===== src/rtl/instruction_loader.sv =====
// instruction_loader: assembles a big-endian byte stream into 32-bit words and writes them bytewise into instruction memory.
// Optional LOADER_CHECKSUM_EN: a trailing XOR check byte is received after the last word.
module instruction_loader #(
    parameter int MEM_BYTES   = 512,
    parameter int COUNT_WIDTH = 16
) (
    input  logic                   clock,
    input  logic                   reset_n,
    input  logic                   start,
    input  logic [31:0]            baseAddress,
    input  logic [COUNT_WIDTH-1:0] wordCount,
    input  logic [7:0]             byteIn,
    input  logic                   byteValid,
    output logic                   byteReady,
    output logic                   memWriteEnable,
    output logic [31:0]            memWriteAddress,
    output logic [7:0]             memWriteData,
    output logic                   busy,
    output logic                   cpuStall,
    output logic                   done,
    output logic                   error
);
    typedef enum logic [2:0] {IDLE, CHECK, RECV, WRITE, SUM, DONE} state_t;
`ifdef LOADER_CHECKSUM_EN
    localparam state_t AFTER_LAST = SUM;
`else
    localparam state_t AFTER_LAST = DONE;
`endif
    state_t state, state_next;
    logic [31:0]            base;
    logic [COUNT_WIDTH-1:0] count;
    logic [COUNT_WIDTH-1:0] word_idx;
    logic [1:0]             byte_cnt;
    logic [31:0]            buffer;
    logic                   error_q;
    logic                   range_bad;
    logic                   take;
    logic                   last_word;
    logic [4:0]             lane;
`ifdef LOADER_CHECKSUM_EN
    logic [7:0]             csum;
`endif
    // End address is formed 33 bits wide so a huge count cannot wrap into range
    assign range_bad = (33'(base) + (33'(count) << 2) > 33'(MEM_BYTES)) || base[1:0] != 2'b00;
    assign take      = byteValid && byteReady;
    assign last_word = word_idx + COUNT_WIDTH'(1) == count;
    assign lane      = {~byte_cnt, 3'b000};
    always_ff @(posedge clock) begin
        if (!reset_n)
            state <= IDLE;
        else
            state <= state_next;
    end
    always_comb begin
        state_next = state;
        case (state)
            IDLE:    state_next = start ? CHECK : IDLE;
            CHECK:   state_next = (range_bad || count == '0) ? DONE : RECV;
            RECV:    state_next = (take && byte_cnt == 2'd3) ? WRITE : RECV;
            WRITE:   state_next = byte_cnt == 2'd3 ? (last_word ? AFTER_LAST : RECV) : WRITE;
            SUM:     state_next = take ? DONE : SUM;
            DONE:    state_next = IDLE;
            default: state_next = IDLE;
        endcase
    end
    always_ff @(posedge clock) begin
        if (!reset_n) begin
            base     <= '0;
            count    <= '0;
            word_idx <= '0;
            byte_cnt <= '0;
            buffer   <= '0;
            error_q  <= 1'b0;
`ifdef LOADER_CHECKSUM_EN
            csum     <= '0;
`endif
        end else begin
            case (state)
                IDLE: if (start) begin
                    base     <= baseAddress;
                    count    <= wordCount;
                    word_idx <= '0;
                    byte_cnt <= '0;
                    error_q  <= 1'b0;
`ifdef LOADER_CHECKSUM_EN
                    csum     <= '0;
`endif
                end
                CHECK: if (range_bad) error_q <= 1'b1;
                RECV: if (take) begin
                    buffer[lane +: 8] <= byteIn;
                    byte_cnt          <= byte_cnt + 2'd1;
`ifdef LOADER_CHECKSUM_EN
                    csum              <= csum ^ byteIn;
`endif
                end
                WRITE: begin
                    byte_cnt <= byte_cnt + 2'd1;
                    if (byte_cnt == 2'd3) word_idx <= word_idx + COUNT_WIDTH'(1);
                end
`ifdef LOADER_CHECKSUM_EN
                SUM: if (take && byteIn != csum) error_q <= 1'b1;
`endif
                default: ;
            endcase
        end
    end
    always_comb begin
        busy            = state != IDLE;
        cpuStall        = state != IDLE;
        byteReady       = state == RECV || state == SUM;
        memWriteEnable  = state == WRITE;
        memWriteAddress = state == WRITE ? base + (32'(word_idx) << 2) + 32'(byte_cnt) : 32'h0;
        memWriteData    = state == WRITE ? buffer[lane +: 8] : 8'h00;
        done            = state == DONE;
        error           = error_q;
    end
endmodule


===== config.mk =====
export PLATFORM = sky130hd
export DESIGN_NAME = instruction_loader
export DESIGN_NICKNAME = d
export VERILOG_FILES = /design/src/rtl/instruction_loader.sv
export SDC_FILE = /design/constraint.sdc
export NUM_CORES = 1
export LEC_CHECK = 0
export BUFFER_PORTS_ARGS = -buffer_cell sky130_fd_sc_hd__buf_4
export CAP_MARGIN = 20
export CORE_MARGIN = 4
export CORE_UTILIZATION = 58
export DETAILED_ROUTE_END_ITERATION = 12
export PLACE_DENSITY = 0.84
export RECOVER_POWER = 25
export SYNTH_ARGS = -nofsm -noshare
export SYNTH_HDL_FRONTEND = slang
export SYNTH_SLANG_ARGS = --single-unit
export TNS_END_PERCENT = 30

===== constraint.sdc =====
create_clock -name clock -period 5 [get_ports clock]
set_input_delay 1 -clock clock [delete_from_list [all_inputs] [get_ports clock]]
set_output_delay 1 -clock clock [all_outputs]
set_load 0.005 [all_outputs]

==> out/summary.txt <==
Area of the multi-input gates = 0.004847 sq mm
Final ANT Viol Nets = 0
Most common cell after layout, fill and taps aside = nand2_1
Detailed Place HPWL = 14,430 um
Number of DRC markers in iteration 0 = 658
Pins Over Slew Limit = 110
Via/cell ratio = 6.047
Max H-tree Level = 3
Post-Syn Nets = 1,076
Layout cell share with drive strength beyond 1 = 14.48%
Hold slack = 0.4506 ns
Setup WS post-layout = 0.3179 ns
CTS Hold Bufs = 0
DR DRC count = 0
Routed wire per std cell = 16.33 um
Num ports = 106
Clock Path Buffers = 2
Post-CTS Setup Repair Bufs = 0
Clk pwr share = 27.1%
Commonest non-fill, non-tap cells in the layout = 181 x nand2_1, 121 x a21oi_1, 109 x buf_4
Crit-path max FO = 10
First-pass GRT wire length = 31,750 um
Max frequency = 0.2136 GHz
Peak supply drop = 0.2634 mV
Mapped Area = 0.007222 sq mm
Via count = 7,323
Min Tclk post-route = 4.682 ns
Status = finished, violations left
Synth Instances = 974
Die Ht = 119.6 um
Placer congestion estimate = 0.9659
PwrDens = 304.3 mW/mm^2
Reg area = 0.002042 sq mm
WL final = 19,780 um
Post-synthesis simple-gate area fraction = 28.69%
Global Route Usage Sum = 26.74%
Synth cell types = 71
Leak pwr = 3.295 nW
Synth Warn # = 0
Largest net degree at the start of global routing = 57
Post-synthesis compound-gate area fraction = 20.44%
Nets = 1,140
Final setup violation count = 0
Worst Tran Pin Value = 2.322 ns
Initial core utilization = 59.63%
Total power = 2.519 mW
Number of synthesized flops with an enable pin = 0
# port buffers = 105
Largest family of logic cells by synthesized area = simple AND/OR/NAND/NOR gates
CP Data Required Time = 4.00 ns
Ant diodes = 0
FP Rows = 40
Multiplexer area fraction after synthesis = 3.049%
Async set-reset flop share out of synthesis = 0%
Psw = 0.9491 mW
Cts bufs inserted = 9
Maxcap violations = 2
Startpoint Class = flip-flop
Die X = 119.6 um
Area growth syn-to-layout = 14.62%
Internal power = 1.569 mW
CTS Root Cell = clkbuf_16
Pre-CTS setup slack = 0.5803 ns
Clock Skew = 0.01296 ns
TNS Setup = 0 ns
Clock sink count = 102
Initial DRT Pass Iterations = 7
CTS tree = built
Switching Fraction = 37.68%
Synth Flop Type = dfxtp_1
# resized after CTS = 0
Relative slew margins = -54.83%
Final hold violation count = 0
Syn avg cell area = 7.415 sq um
Vias in the first global route = 6,642
Largest area contributor in the netlist = dfxtp_1
Clock Pin Slew Worst Setup and Hold Paths = 0.08 ns
Total grt overflow = 0
Arrival @ worst endpoint = 3.68 ns
Worst Hold Class = reg2reg
Yosys reg bits = 102
Violated checks = capacitance limit, slew limit
Core box area = 0.01211 sq mm
Top cells by area, synth = dfxtp_1 28%, nand2_1 9.4%, a21oi_1 8.4%, ha_1 6.9%, xnor2_1 4.7%
Initial antenna violation count = 0
Post-synth top area share = 28.27%
# fillers = 1,081
Setup CP Type = reg2out
Combinational fraction of design power = 30.9%
Sequential Power Share = 41.9%
Unrepaired setup endpoints after global routing = no
Area share of fa/ha/maj cells after synthesis = 7.484%
Tcrit/Tclk final = 93.64%
Critical Path End Type = primary output
DIE AREA = 0.01430 sq mm
Worst-skew pair later-pin latency = 0.36 ns
Post-synthesis sequential area ratio = 28.27%
Synth Area in XOR/XNOR = 7.277%
[cell type report]
class / instances / share of cell area (%)
clock inverter: 6 / 0.6802
tap: 168 / 2.539
multi-input combinational: 798 / 58.56
timing repair buffer: 114 / 10.20
clock buffer: 10 / 2.766
inverter: 13 / 0.5895
sequential: 102 / 24.67
[registers in the layout, summed over array words and instances, names as in the netlist]
name / count
buffer: 32
state: 3
error: 1
base: 32
byte_cnt: 2
word_idx: 16
count: 16
[per-stage QoR]
stage / util (%) / cell area [sq um] / instances
3_5_place_dp: 66.07 / 8003 / 1195
6_report: 68.35 / 8278 / 1211
3_3_place_gp: 66.07 / 8003 / 1195
4_1_cts: 68.43 / 8288 / 1211
2_1_floorplan: - / 7222 / 974
5_1_grt: 68.35 / 8278 / 1211
[critical path, stage by stage (launching register included)]
cell,delay [ns]
dfxtp_1,0.35
ha_1,0.23
fa_1,0.43
a211oi_1,0.27
o21ai_0,0.17
a211o_1,0.36
a2111oi_1,0.54
o31ai_1,0.21
o22ai_1,0.15
buf_4,0.19
nor2b_1,0.07
xnor2_1,0.15
nor2_1,0.06
buf_4,0.14
[synth_stat cells (16+ instances only)]
cell and instances:
and3_1 18, nor3_1 21, clkbuf_1 46, nand3_1 48
xnor2_1 39, ha_1 40, o21ai_0 44, nor4_1 16
nand2_1 181, a21oi_1 121, nor2_1 81, dfxtp_1 102
xor2_1 21
[power groups by stage]
stage / clock network, mW / logic (mW) / registers [mW]
2_1_floorplan: 0 / 0.659 / 0.965
3_3_place_gp: 0 / 0.756 / 1.06
3_5_place_dp: 0 / 0.767 / 1.07
4_1_cts: 0.694 / 0.772 / 1.05
5_1_grt: 0.718 / 0.864 / 1.06
6_report: 0.684 / 0.779 / 1.06
[path summary, 6_finish.rpt]
check,from,to,slack (ns),cells past startpoint
setup / recovery,base[0],memWriteAddress[30],0.32,13
hold / removal,buffer[14],buffer[14],0.45,2
setup reg to reg,count[0],state[2],1.42,11
hold reg to reg,buffer[14],buffer[14],0.45,2
[cells by family (layout without fill, tap and decap cells)]
family,Yosys count,in the layout
buffers and inverters,74,143
muxes,12,12
and+or+nand+nor,439,439
adders and majority gates,42,42
DFF,102,102
AOI/OAI and AO/OA,245,245
xor gates and xnor gates,60,60
[layer usage]
layer	track usage, %	up-vias	share of wire [%]
li1	-	3586	-
met1	35.18	3373	43
met2	44.88	320	47
met3	5.042	44	7.8
met4	7.659	0	2.1
met5	0	-	0
(Power assumes the default switching activity.)
